File: config.mk
export PLATFORM = sky130hd
export DESIGN_NAME = pipe_hazard_ctrl
export DESIGN_NICKNAME = d
export VERILOG_FILES = /design/src/rtl/pipe_hazard_ctrl.sv
export SDC_FILE = /design/constraint.sdc
export NUM_CORES = 1
export LEC_CHECK = 0
export CORE_MARGIN = 8
export CORE_UTILIZATION = 40
export DETAILED_ROUTE_END_ITERATION = 8
export GPL_ROUTABILITY_DRIVEN = 1
export GPL_TIMING_DRIVEN = 0
export PLACE_DENSITY = 0.74
export SKIP_LAST_GASP = 1
export SYNTH_ARGS = -nofsm -noshare
export SYNTH_HDL_FRONTEND = slang
export SYNTH_SLANG_ARGS = --single-unit
File: constraint.sdc
create_clock -name clk -period 8.95 [get_ports clk]
set_input_delay 2.685 -clock clk [delete_from_list [all_inputs] [get_ports clk]]
set_output_delay 2.685 -clock clk [all_outputs]
set_load 0.03 [all_outputs]
File: src/rtl/pipe_hazard_ctrl.sv
// Pipeline hazard controller: read-modify-write and load-use stalls, taken-branch flushes,
// plus saturating stall/flush performance counters.
module pipe_hazard_ctrl #(
    parameter int REG_AW   = 5,
    parameter int LOAD_LAT = 1,
    parameter int RMW_LAT  = 1,
    parameter int CNT_W    = 16
) (
    input  logic              clk,
    input  logic              reset,
    input  logic [REG_AW-1:0] rs1,
    input  logic [REG_AW-1:0] rs2,
    input  logic              rs1_used,
    input  logic              rs2_used,
    input  logic              alu_result_0,
    input  logic              id_ex_imm_31,
    input  logic [1:0]        id_ex_jump,
    input  logic              id_ex_branch,
    input  logic              id_ex_memRead,
    input  logic              id_ex_memWrite,
    input  logic [REG_AW-1:0] id_ex_rd,
    input  logic [1:0]        ex_mem_maskMode,
    input  logic              ex_mem_memWrite,
    input  logic              perf_clr,
    output logic              pcFromTaken,
    output logic              pcStall,
    output logic              IF_ID_stall,
    output logic              IF_ID_flush,
    output logic              ID_EX_stall,
    output logic              ID_EX_flush,
    output logic              EX_MEM_flush,
    output logic              busy,
    output logic [CNT_W-1:0]  stall_cnt,
    output logic [CNT_W-1:0]  flush_cnt
);

    typedef enum logic [1:0] {IDLE, RMW, LU} state_t;

    // The first stall cycle is spent in IDLE, so the counter covers the remaining LAT-1 cycles.
    localparam int RMW_CNT = (RMW_LAT > 1) ? RMW_LAT - 2 : 0;
    localparam int LU_CNT  = (LOAD_LAT > 1) ? LOAD_LAT - 2 : 0;

    state_t     state, state_nxt;
    logic [1:0] cnt, cnt_nxt;

    logic branch_do, taken, rmw_hit, lu_hit;
    logic unused_jump;

    assign unused_jump = id_ex_jump[1];

    assign branch_do = alu_result_0 ^ id_ex_imm_31;
    assign taken     = id_ex_jump[0] | (id_ex_branch & branch_do);
    // Sub-word stores need a read cycle before the write, which collides with any EX memory access.
    assign rmw_hit   = (id_ex_memRead | id_ex_memWrite) & ex_mem_memWrite & ~ex_mem_maskMode[1];
    assign lu_hit    = id_ex_memRead && (id_ex_rd != '0) &&
                       ((rs1_used && rs1 == id_ex_rd) || (rs2_used && rs2 == id_ex_rd));

    always_ff @(posedge clk) begin
        if (reset) begin
            state <= IDLE;
            cnt   <= 2'd0;
        end else begin
            state <= state_nxt;
            cnt   <= cnt_nxt;
        end
    end

    always_comb begin
        state_nxt    = state;
        cnt_nxt      = cnt;
        pcFromTaken  = 1'b0;
        pcStall      = 1'b0;
        IF_ID_stall  = 1'b0;
        IF_ID_flush  = 1'b0;
        ID_EX_stall  = 1'b0;
        ID_EX_flush  = 1'b0;
        EX_MEM_flush = 1'b0;
        case (state)
            IDLE: begin
                if (rmw_hit) begin
                    pcStall      = 1'b1;
                    IF_ID_stall  = 1'b1;
                    ID_EX_stall  = 1'b1;
                    EX_MEM_flush = 1'b1;
                    if (RMW_LAT > 1) begin
                        state_nxt = RMW;
                        cnt_nxt   = RMW_CNT[1:0];
                    end
                end else if (taken) begin
                    pcFromTaken = 1'b1;
                    IF_ID_flush = 1'b1;
                    ID_EX_flush = 1'b1;
                end else if (lu_hit) begin
                    pcStall     = 1'b1;
                    IF_ID_stall = 1'b1;
                    ID_EX_flush = 1'b1;
                    if (LOAD_LAT > 1) begin
                        state_nxt = LU;
                        cnt_nxt   = LU_CNT[1:0];
                    end
                end
            end
            RMW: begin
                pcStall      = 1'b1;
                IF_ID_stall  = 1'b1;
                ID_EX_stall  = 1'b1;
                EX_MEM_flush = 1'b1;
                if (cnt == 2'd0) state_nxt = IDLE;
                else             cnt_nxt   = cnt - 2'd1;
            end
            LU: begin
                pcStall     = 1'b1;
                IF_ID_stall = 1'b1;
                ID_EX_flush = 1'b1;
                if (cnt == 2'd0) state_nxt = IDLE;
                else             cnt_nxt   = cnt - 2'd1;
            end
            default: begin
                state_nxt = IDLE;
                cnt_nxt   = 2'd0;
            end
        endcase
    end

    assign busy = (state != IDLE);

    always_ff @(posedge clk) begin
        if (reset || perf_clr) begin
            stall_cnt <= '0;
            flush_cnt <= '0;
        end else begin
            if (pcStall && stall_cnt != '1)     stall_cnt <= stall_cnt + CNT_W'(1);
            if (pcFromTaken && flush_cnt != '1) flush_cnt <= flush_cnt + CNT_W'(1);
        end
    end

endmodule
* Word-level counts from Yosys, hierarchy flattened
Cells that the tools add are included.
** Word-level totals
- Bits in registers :: 36
- Output and inout bits :: 40
** Cells by class
- $add $sub $neg :: 3
- Equality and inequality tests :: 8
- Multiplexer cells :: 16
- Bitwise operators :: 8
- Reduce and logical (&&, ||, !) cells :: 15
** Operators by type and width (number)
- $add 16x1->16 const B :: 2
- $ne 16x16->1 const B :: 2
- $eq 5x5->1 :: 2
- $mux 1 :: 9
- $pmux 2 s2 :: 2
- $logic_and 1x1->1 :: 6
- $pmux 1 s2 :: 3
- $reduce_bool 5->1 :: 1
- $logic_not 2->1 :: 2
- $mux 2 :: 2
- $reduce_and 2->1 :: 2
- $and 1x1->1 :: 3
- $eq 2x1->1 const B :: 1
- $eq 2x2->1 const B :: 1
- $logic_or 1x1->1 :: 2
- $ne 2x1->1 const B :: 1
- $ne 2x2->1 const B :: 1
- $not 1->1 :: 2
- $or 1x1->1 :: 2
- $reduce_bool 2->1 :: 1
- $reduce_or 2->1 :: 1
- $sub 2x1->2 const B :: 1
- $xor 1x1->1 :: 1

* Logic depth before layout (Yosys ltp)
Gate-level depths: netlist (run 1).
- Depth in word-level cells :: 9
- Gate-level depth with buffers :: 8

* Least setup slack after synthesis (run 1)
Ideal clock, no wire load.
- Path kind :: input-to-output
- From :: input id_ex_memWrite
- To :: output pcFromTaken
- Arrival :: 4099 ps
- Data required time :: 6265 ps
- Slack :: 2166 ps
- Cell stages on the path :: 4
- Path buffers :: 1
- Path through :: nor2_1 > nor3b_2 > nor2_1 > buf_4
** Between the ends
- Cells in the longest elaborated chain, start to end :: 5
** Ends and longest elaborated chain
- start, declared :: RTL line 20 : input logic id_ex_memWrite,
- $or 1x1->1 :: RTL line 54 : assign rmw_hit = (id_ex_memRead | id_ex_memWrite) & ex_mem_memWrite & ~ex_mem_maskMode[1];
- $and 1x1->1 (2 in series) :: RTL line 54
- $mux 1 (2 in series)
- end, declared :: RTL line 25 : output logic pcFromTaken,
Every way passes these cells.

* Worst setup path in the final report (run 1)
- From :: input id_ex_rd[0]
- To :: output pcStall
** Between the ends
- Cells in the longest elaborated chain, start to end :: 8
** Ends and longest elaborated chain
- start, declared :: RTL line 21 : input logic [REG_AW-1:0] id_ex_rd,
- $eq 5x5->1 :: RTL line 56 : ((rs1_used && rs1 == id_ex_rd) || (rs2_used && rs2 == id_ex_rd));
- $logic_and 1x1->1 :: RTL line 56
- $logic_or 1x1->1 :: RTL line 56
- $logic_and 1x1->1 * :: RTL line 55 : assign lu_hit = id_ex_memRead && (id_ex_rd != '0) &&
- $mux 1 * :: RTL line 93 : end else if (lu_hit) begin
- $mux 1 * :: RTL line 89 : end else if (taken) begin
- $mux 1 * :: RTL line 80 : if (rmw_hit) begin
- $pmux 1 s2 * :: RTL line 78 : case (state)
- end, declared :: RTL line 26 : output logic pcStall,
Every way passes the cells marked *; elsewhere a longest branch is shown, timed or not.

==> impl_results.md, run 1 <==
- Commonest non-fill, non-tap cell in the layout: clkdlybuf4s50_1
- Pre-CTS setup slack: 1.05 ns
- Met1 GRT Util: 16.3%
- Ys async rst share: 0%
- Critical path fanouts, max: 10
- Clock Path Buffers: 2
- Crit start category: input pin
- Final hold viol count: 0
- Clk_skew: 0.00903 ns
- Post-Route WL: 4.92 mm
- Final Slew Violations: 0
- Mapped Cells: 214
- Crit path launch: id_ex_rd[0]
- Initial antenna violation count: 0
- Met3 global-route usage: 6.05%
- CP Cell Sequence: clkdlybuf4s50_1 > or4_1 > o21ai_2 > a211oi_2 > a21oi_4 > buf_6 > inv_2 > buf_4 > clkdlybuf4s50_1
- GR peak layer: met2
- Fin Setup TNS: 0 ns
- Unrepaired setup endpoints after global routing: false
- Cts bufs inserted: 5
- Cell Rows: 24
- Critical path's top delay family: buffers and inverters
- Layout fillers: 406
- Status: complete, no violations
- Die H: 82.8 um
- HPWL after DPL: 3.78 mm
- Vias: 1850
- Power Internal: 228 uW
- Worst-path clk slew: 0.06 ns
- First-pass GRT wire length: 8.49 mm
- Max rail drop VDD: 0.0570 mV
- Mapped Area: 1790 sq um
- PnR worst setup slack: 1.07 ns
- Post-Synthesis Net Count: 246
- Max-cap violations: 0
- Dominant synthesized flop cell: dfxtp_1
- Combinational Power Share: 15.1%
- Final Power: 306 uW
- CTS Sinks: 32
- Min Tclk post-route: 7.88 ns
- Critical Path AT: 5.19 ns
- CP Buf/Inv Count: 5
- Die area: 6860 sq um
- Initial DRT Pass Iterations: 4
- Clk_lat worst skew: 0.29 ns
- Least-Margin Pin Slew: 0.744 ns
- Post-synthesis sequential area ratio: 35.9%
- Vias in the first global route: 1788
- CP most frequent cell: clkdlybuf4s50_1
- Synth cell types: 43
- Global-route usage over all layers: 14.2%
- Sw frac: 25.4%
- Worst hold start: stall_cnt[5]
- Die Wd: 82.8 um
- Slowest cell delay on critical path: 0.58 ns
- Sw power: 77.9 uW
- Slowest cell on crit path: clkdlybuf4s50_1
- Yosys warns: 0
- # H-tree levels: 2
- Final #Nets: 319
- Final RePlAce weighted congestion: 0.760
- Mapped Avg Cell Area: 8.35 sq um
- Post-CTS Setup Bufs: 0
- Hold Slack: 0.493 ns
- Layout cell share with drive strength beyond 1: 8.33%
- Critical path type: input pin to primary output
- CTS resizes: 0
- Hold Path Class: flip-flop to flip-flop
- Design Area, Final: 2610 sq um
- Final ANT Viol Nets: 0
- Largest net degree at the start of global routing: 11
- Root buffer cell: clkbuf_8
- Io pins: 70
- DRC viols: 0
- # port buffers: 66
- Crit path required time: 6.27 ns
- CTS tree: yes
- Pleak: 0.000815 uW
- Power Dens Cells: 118 nW/um^2
- Starting Density: 41.3%
- Max Clk Rate: 0.127 GHz
- Tcrit/Tclk final: 88.0%
- Slew headroom: 50.3%
- R2r startpoint: flush_cnt[0]
- Sequential share of power: 47.0%
- # diodes: 0
- CTS Hold Bufs: 0
- Core Area: 4320 sq um
- Synthesis-to-layout area growth: 45.8%
- Flops & latches, synth: 32
- Initial DRC Count: 70
- Most frequent cells in the layout: clkdlybuf4s50_1, dfxtp_1, nor2_1
- Placement Cell Area: 2510 sq um
- Clock share of power: 37.9%
- GR Layer Usage met2: 22.8%
- Setup Viol. Count Final: 0
- Worst setup EP type: primary output
- Drt wl/cell: 14.5 um
- Grt ovf: 0
- Vias per inst: 5.44
- Number of flops mapped to enable cells by yosys: 0
routing by layer:
layer,vias to the layer above,part of all wire [%],wire [um]
met5,-,0,0
met2,62,48,2350
met4,0,0.69,34
met1,857,42,2090
met3,2,9.1,447
li1,929,-,-
area by class of cell:
class                      instances  area (sq um)  area share [%]
timing repair buffer              66           661            25.4
inverter                           7          26.3            1.01
multi-input combinational        165          1050            40.5
tap                               52          65.1            2.50
sequential                        32           641            24.6
clock buffer                       6          82.6            3.17
clock inverter                     2          10.0           0.384
buffer                            10          65.1            2.50
final timing paths:
| path | endpoint | slack, ns | cells after the start |
|---|---|---|---|
| hold reg to reg | stall_cnt[5] | 0.49 | 2 |
| setup / recovery | pcStall | 1.07 | 9 |
| hold / removal | stall_cnt[5] | 0.49 | 2 |
| setup reg to reg | flush_cnt[7] | 6.80 | 7 |
state kept, by name (all words and copies together) (netlist names):
signal	cells
flush_cnt	16
stall_cnt	16
synthesized netlist by cell type (2+ instances only):
cell type | instances | share of area (%)
dfxtp_1 | 32 | 36
nor2_1 | 22 | 4.6
xnor2_1 | 17 | 8.3
nand2_1 | 16 | 3.4
a21oi_1 | 15 | 4.2
nand4_1 | 12 | 4.2
nand3_1 | 9 | 2.5
or4_1 | 8 | 3.4
o31ai_1 | 7 | 2.9
or3_1 | 7 | 2.5
xor2_1 | 7 | 3.4
inv_1 | 6 | 1.3
buf_4 | 5 | 2.1
nor3_1 | 5 | 1.4
nor4_1 | 5 | 1.8
o21ai_1 | 4 | 1.1
and3_1 | 3 | 1.1
mux2i_1 | 3 | 1.7
clkbuf_1 | 2 | 0.42
ha_1 | 2 | 1.4
nor3b_2 | 2 | 1.4
o21a_1 | 2 | 0.84
o21ai_0 | 2 | 0.56
o31a_1 | 2 | 0.98
metrics by stage:
stage | cells | utilization [%]
after floorplan | 214 | -
after global placement | 332 | 58.1
after detailed placement | 332 | 58.1
after CTS | 340 | 60.2
after global routing | 340 | 60.2
final | 340 | 60.2
power by group through the flow:
stage | Sequential, uW | Combinational (uW) | Clock (uW)
global placement | 147 | 46.2 | 0
global route | 144 | 50.2 | 126
floorplan | 148 | 22.5 | 0
detailed placement | 147 | 46.5 | 0
CTS | 144 | 46.8 | 118
finish | 144 | 46.1 | 116
worst reg2reg max path, stage by stage (launching register included):
cell and delay (ns):
dfxtp_1 0.35, ha_1 0.24, nand4_1 0.20, nor3_2 0.12, a2111oi_2 0.68, nand4_1 0.22, xor2_1 0.17, nor2_1 0.05
kinds of logic (layout without fill, tap and decap cells):
kind of cell	count (synthesis)	after routing	synth area share [%]
AO/OA/AOI/OAI	40	40	15.3
other	1	1	0.210
XOR/XNOR	24	24	11.8
flip-flops	32	32	35.9
buffers and inverters	17	91	5.11
AND/OR/NAND/NOR	95	95	28.6
multiplexers	3	3	1.68
adder cells (fa/ha/maj)	2	2	1.40
Power figures use the tool's default switching activity.
==> inputs of run 2 (changes only) <==
Settings changed: ABC_AREA set to 1, PLACE_DENSITY 0.74 to 0.72.
==> run 2 against run 1 <==
Sequential cell count unchanged. Combinational power increased by 24%. Synthesized cell count increased by 55%. First-iteration DRC count increased by 10%. Utilization decreased by 2.7 points. Cell count increased by 40%. Sequential share of layout area decreased by 2.4 points. Worst hold slack improved by 0.011 ns. Critical endpoint unchanged. Largest cell class unchanged.
==> impl_results.md, run 2 <==
- Top cell type's share of synthesized area: 31.4% (-4.5 points)
- Top cells by count, synth: nand2_1, nor2_1, inv_1
- Final RePlAce weighted congestion: 0.843 (+11%)
- Ys async rst share: 0% (unchanged)
- Drt wl/cell: 11.7 um (-19%)
- Synthesis-to-layout area growth: 41.0%
- Crit path required time: 6.27 ns (about the same)
- Most frequent cells in the layout: nand2_1, clkdlybuf4s50_1, nor2_1
- Synth cell types: 27 (-37%)
- # port buffers: 66 (unchanged)
- Cts bufs inserted: 5 (unchanged)
- Setup Viol. Count Final: 0 (unchanged)
- CTS tree: yes
- CTS Hold Bufs: 0 (unchanged)
- Max Clk Rate: 0.131 GHz (+3.4%)
- Final hold viol count: 0 (unchanged)
- Layout cell share with drive strength beyond 1: 7.41% (-0.93 points)
- Io pins: 70 (unchanged)
- Dominant synthesized flop cell: dfxtp_1
- Post-synthesis sequential area ratio: 31.4% (-4.5 points)
- Vias in the first global route: 2197 (+23%)
- Crit start category: input pin
- Final ANT Viol Nets: 0 (unchanged)
- Post-Synthesis Net Count: 363 (+48%)
- CTS resizes: 0 (unchanged)
- Mapped Avg Cell Area: 6.17 sq um (-26%)
- Commonest non-fill, non-tap cell in the layout: nand2_1
- Core Area: 5010 sq um (+16%)
- Worst setup EP type: primary output
- Initial antenna violation count: 0 (unchanged)
- Unrepaired setup endpoints after global routing: false
- Clock Path Buffers: 2 (unchanged)
- Slew headroom: 53.8% (+3.5 points)
- Initial DRT Pass Iterations: 4 (unchanged)
- Final #Nets: 436 (+37%)
- Status: complete, no violations
- Min Tclk post-route: 7.62 ns (-0.257 ns)
- HPWL after DPL: 4.35 mm (+15%)
- First-pass GRT wire length: 9.46 mm (+11%)
- GR peak layer: met2
- Tcrit/Tclk final: 85.1% (-2.9 points)
- Regs by FF count: flush_cnt x16, stall_cnt x16
- Met1 GRT Util: 16.8% (+0.51 points)
- Cell Rows: 26 (+8.3%)
- Max rail drop VDD: 0.0859 mV (+51%)
- Power Dens Cells: 111 nW/um^2 (-5.5%)
- Mapped Cells: 331 (+55%)
- Clk_lat worst skew: 0.29 ns (about the same)
- # diodes: 0 (unchanged)
- Cell with the most instances after synthesis: nand2_1
- Flops & latches, synth: 32 (unchanged)
- Post-CTS Setup Bufs: 0 (unchanged)
- Mapped Area: 2040 sq um (+14%)
- Final cell count without fillers: 475 (+40%)
- Placement Cell Area: 2790 sq um (+11%)
- Core Util, Final: 57.5% (-2.7 points)
- Hold Path Class: flip-flop to flip-flop
- Top cell type by total area after synthesis: dfxtp_1
- Grt ovf: 0 (unchanged)
- # H-tree levels: 2 (unchanged)
- Critical path fanouts, max: 11 (+1)
- Max-cap violations: 0 (unchanged)
- Initial DRC Count: 77 (+10%)
- Yosys warns: 0 (unchanged)
- Vias: 2232 (+21%)
- DRC viols: 0 (unchanged)
- Worst-path clk slew: 0.06 ns (about the same)
- Post-Route WL: 5.57 mm (+13%)
- Root buffer cell: clkbuf_8
- Largest cells by area after synthesis: dfxtp_1, nand2_1, nor2_1
- Fin Setup TNS: 0 ns (unchanged)
- Critical path type: input pin to primary output
- Die area: 7650 sq um (+12%)
- CTS Sinks: 32 (unchanged)
- Pleak: 0.00116 uW (+42%)
- Least-Margin Pin Slew: 0.691 ns (-0.0537 ns)
- Clk_skew: 0.00697 ns (-0.00206 ns)
- Critical Path AT: 4.93 ns (-0.26 ns)
- Starting Density: 40.8% (-0.54 points)
- Vias per inst: 4.70 (-14%)
- Design Area, Final: 2880 sq um (+11%)
- Die Wd: 87.5 um (+5.6%)
- Met3 global-route usage: 3.68% (-2.4 points)
- GR Layer Usage met2: 27.5% (+4.7 points)
- Number of flops mapped to enable cells by yosys: 0 (unchanged)
- Die H: 87.5 um (+5.6%)
- Placed Instances: 467 (+41%)
- Largest net degree at the start of global routing: 12 (+1)
- Final Slew Violations: 0 (unchanged)
- Global-route usage over all layers: 15.4% (+1.3 points)
[run 2: cell types whose count changed in the layout (fill, tap and decap cells not counted), moves of 8 or more]
cell,change
nand4_1,-9
nor2_1,+35
nand3_1,+18
inv_1,+33
nand2_1,+75
or4_1,-8
a21oi_1,+10
xnor2_1,-12
[run 2: cells by family after synthesis]
logic type | count (synthesis) | synth area share (%)
AO/OA/AOI/OAI | 34 | 8.39
XOR/XNOR | 7 | 3.00
adder cells (fa/ha/maj) | 2 | 1.22
buffers and inverters | 52 | 11.4
flip-flops | 32 | 31.4
other | 1 | 0.184
AND/OR/NAND/NOR | 203 | 44.5
[run 2: power breakdown]
| part | internal (uW) | switching, uW |
|---|---|---|
| Combinational | 26.8 | 30.4 |
| Clock | 62.7 | 54.6 |
| Sequential | 144 | 1.77 |
| Total | 233 | 86.8 |
[run 2: worst max-delay path, cell delays in order]
cell and delay (ns):
clkdlybuf4s50_1 0.53, inv_1 0.07, nand2_1 0.05, nand2_1 0.06
nor2_1 0.12, nand3_1 0.08, nand2_1 0.09, nand3_1 0.06
nand2_1 0.13, buf_2 0.26, buf_4 0.15, clkdlybuf4s50_1 0.66
[run 2: layer usage]
metal	vias to the layer above	wire, um
li1	1190	-
met1	995	2590
met2	39	2660
met3	8	247
met4	0	74
met5	-	0
[run 2: path summary, 6_finish.rpt]
kind                   to         start  slack [ns]  cells after the start
min          flush_cnt[0]  flush_cnt[0]        0.50                      1
max               pcStall   id_ex_rd[4]        1.33                     12
max reg2reg  stall_cnt[1]  stall_cnt[0]        7.13                      9
min reg2reg  flush_cnt[0]  flush_cnt[0]        0.50                      1
[run 2: cell type report]
class,instances,area (sq um)
Fill cell,507,2130
Sequential cell,32,641
Tap cell,70,87.6
Multi-Input combinational cell,247,1170
Inverter,41,154
Buffer,11,78.8
Clock buffer,8,90.1
Timing Repair Buffer,66,661
[run 2: through the flow]
stage	hold WS, ns	setup WS, ns	total power, uW
final	0.504	1.33	320
after global routing	0.545	1.16	337
after CTS	0.507	1.32	324
after detailed placement	0.492	1.33	206
after global placement	0.481	1.36	205
after floorplan	0.597	2.29	180
==> inputs of run 3 (changes only) <==
Settings changed: CORE_MARGIN 8 to 3.
==> run 3 against run 2 <==
Sequential cell count unchanged. Sequential power is essentially flat. Non-clock buffer count unchanged. Final area about the same. Global-route usage grew 2.7 points. Setup slack better by 0.020 ns. First-iteration DRC count increased by 52%. Register-to-register slack worse by 0.04 ns. Critical path depth unchanged. Cell count decreased by 0.84%. Via count decreased by 0.18%. Largest cell class unchanged.
==> impl_results.md, run 3 (synthesized netlist as in run 2, its figures left out) <==
- Layout cell share with drive strength beyond 1: 7.67% (+0.27 points)
- Setup Viol. Count Final: 0 (unchanged)
- Most frequent cells in the layout: nand2_1, clkdlybuf4s50_1, nor2_1
- Sw frac: 25.9% (-1.2 points)
- Die H: 77.5 um (-11%)
- Max Clk Rate: 0.132 GHz (+0.26%)
- Clk_skew: 0.00522 ns (-0.00175 ns)
- Final Power: 323 uW (+0.79%)
- Vias in the first global route: 2025 (-7.8%)
- Final #Nets: 436 (unchanged)
- Largest net degree at the start of global routing: 12 (unchanged)
- Grt ovf: 0 (unchanged)
- Crit path required time: 6.27 ns (about the same)
- Fin Setup TNS: 0 ns (unchanged)
- Sw power: 83.5 uW (-3.7%)
- # H-tree levels: 2 (unchanged)
- First-pass GRT wire length: 9.01 mm (-4.7%)
- Sequential share of power: 45.2% (-0.3 points)
- CTS Sinks: 32 (unchanged)
- Crit start category: input pin
- Vias: 2228 (-0.18%)
- Status: complete, no violations
- Die Wd: 77.5 um (-11%)
- Vias per inst: 4.73 (+0.67%)
- Commonest non-fill, non-tap cell in the layout: nand2_1
- Starting Density: 42.4% (+1.6 points)
- Initial DRT Pass Iterations: 4 (unchanged)
- # diodes: 0 (unchanged)
- Hold Path Class: flip-flop to flip-flop
- Drt wl/cell: 10.9 um (-6.8%)
- Post-Route WL: 5.15 mm (-7.6%)
- Slew headroom: 61.4% (+7.6 points)
- Final ANT Viol Nets: 0 (unchanged)
- CTS Hold Bufs: 0 (unchanged)
- Global-route usage over all layers: 18.1% (+2.7 points)
- Clock share of power: 37.2% (+0.5 points)
- Critical Path AT: 4.92 ns (about the same)
- Tcrit/Tclk final: 84.9% (-0.22 points)
- Least-Margin Pin Slew: 0.577 ns (-0.114 ns)
- Root buffer cell: clkbuf_8
- Core Area: 4820 sq um (-3.8%)
- Final hold viol count: 0 (unchanged)
- CTS resizes: 0 (unchanged)
- Synthesis-to-layout area growth: 41.2% (about the same)
- Max-cap violations: 0 (unchanged)
- Worst setup EP type: primary output
- CTS tree: yes
- Max rail drop VDD: 0.0768 mV (-11%)
- Final RePlAce weighted congestion: 0.839 (-0.43%)
- Power Internal: 239 uW (+2.5%)
- Clk_lat worst skew: 0.28 ns (about the same)
- Min Tclk post-route: 7.60 ns (-0.0195 ns)
- Initial DRC Count: 117 (+52%)
- Final Slew Violations: 0 (unchanged)
- Initial antenna violation count: 0 (unchanged)
- Cell Rows: 25 (-3.8%)
- DRC viols: 0 (unchanged)
- Power Dens Cells: 112 nW/um^2 (+0.71%)
- Regs by FF count: flush_cnt x16, stall_cnt x16
- Worst-path clk slew: 0.07 ns (about the same)
- Pleak: 0.00116 uW (+0.42%)
- Clock Path Buffers: 2 (unchanged)
- Die area: 6000 sq um (-22%)
- Cts bufs inserted: 5 (unchanged)
- Critical path type: input pin to primary output
- # port buffers: 66 (unchanged)
- HPWL after DPL: 3.96 mm (-8.8%)
- Critical path fanouts, max: 11 (unchanged)
- Post-CTS Setup Bufs: 0 (unchanged)
- Unrepaired setup endpoints after global routing: false
- Io pins: 70 (unchanged)
- Combinational Power Share: 17.6% (-0.3 points)
## run 3: worst max-delay path: stages
cell	delay, ns
clkdlybuf4s50_1	0.52
inv_1	0.07
nand2_1	0.05
nand2_1	0.06
nor2_1	0.10
nand3_1	0.07
nand2_1	0.09
nand3_1	0.07
nand2_1	0.12
buf_2	0.27
buf_4	0.15
clkdlybuf4s50_1	0.65
## run 3: through the flow
stage	cells	setup slack, ns	utilization, %	hold WS, ns	cell area (sq um)
6_report	471	1.35	59.9	0.495	2880
5_1_grt	471	1.14	59.9	0.524	2880
4_1_cts	471	1.35	59.9	0.498	2880
3_5_place_dp	464	1.35	57.9	0.489	2790
3_3_place_gp	464	1.37	57.9	0.478	2790
2_1_floorplan	331	2.29	-	0.597	2040
## run 3: path summary, 6_finish.rpt
| path | from | depth (start not counted) | slack, ns | endpoint |
|---|---|---|---|---|
| setup reg to reg | stall_cnt[0] | 9 | 7.09 | stall_cnt[2] |
| setup / recovery | id_ex_rd[4] | 12 | 1.35 | pcStall |
| hold / removal | flush_cnt[13] | 2 | 0.49 | flush_cnt[13] |
| hold reg to reg | flush_cnt[13] | 2 | 0.49 | flush_cnt[13] |
## run 3: final cells by class
type                            count  area [sq um]
Timing Repair Buffer               66           661
Fill cell                         491          1930
Inverter                           41           154
Tap cell                           67          83.8
Sequential cell                    32           641
Buffer                             11          78.8
Clock buffer                        7          96.3
Multi-Input combinational cell    247          1170
## run 3: per-layer routing
metal | share of wire [%] | vias to the layer above | GRT usage, % | wire [um]
li1 | - | 1192 | - | -
met2 | 47 | 59 | 29.3 | 2400
met3 | 4.5 | 5 | 3.36 | 231
met1 | 48 | 972 | 24.7 | 2470
met4 | 0.93 | 0 | 5.16 | 48
met5 | 0 | - | 0 | 0
## run 3: power by group through the flow
stage | clock [uW] | sequential (uW) | combinational [uW]
final | 120 | 146 | 56.9
after global routing | 131 | 146 | 62.7
after CTS | 124 | 146 | 57.4
after detailed placement | 0 | 149 | 57.1
after global placement | 0 | 149 | 56.2
after floorplan | 0 | 151 | 28.8
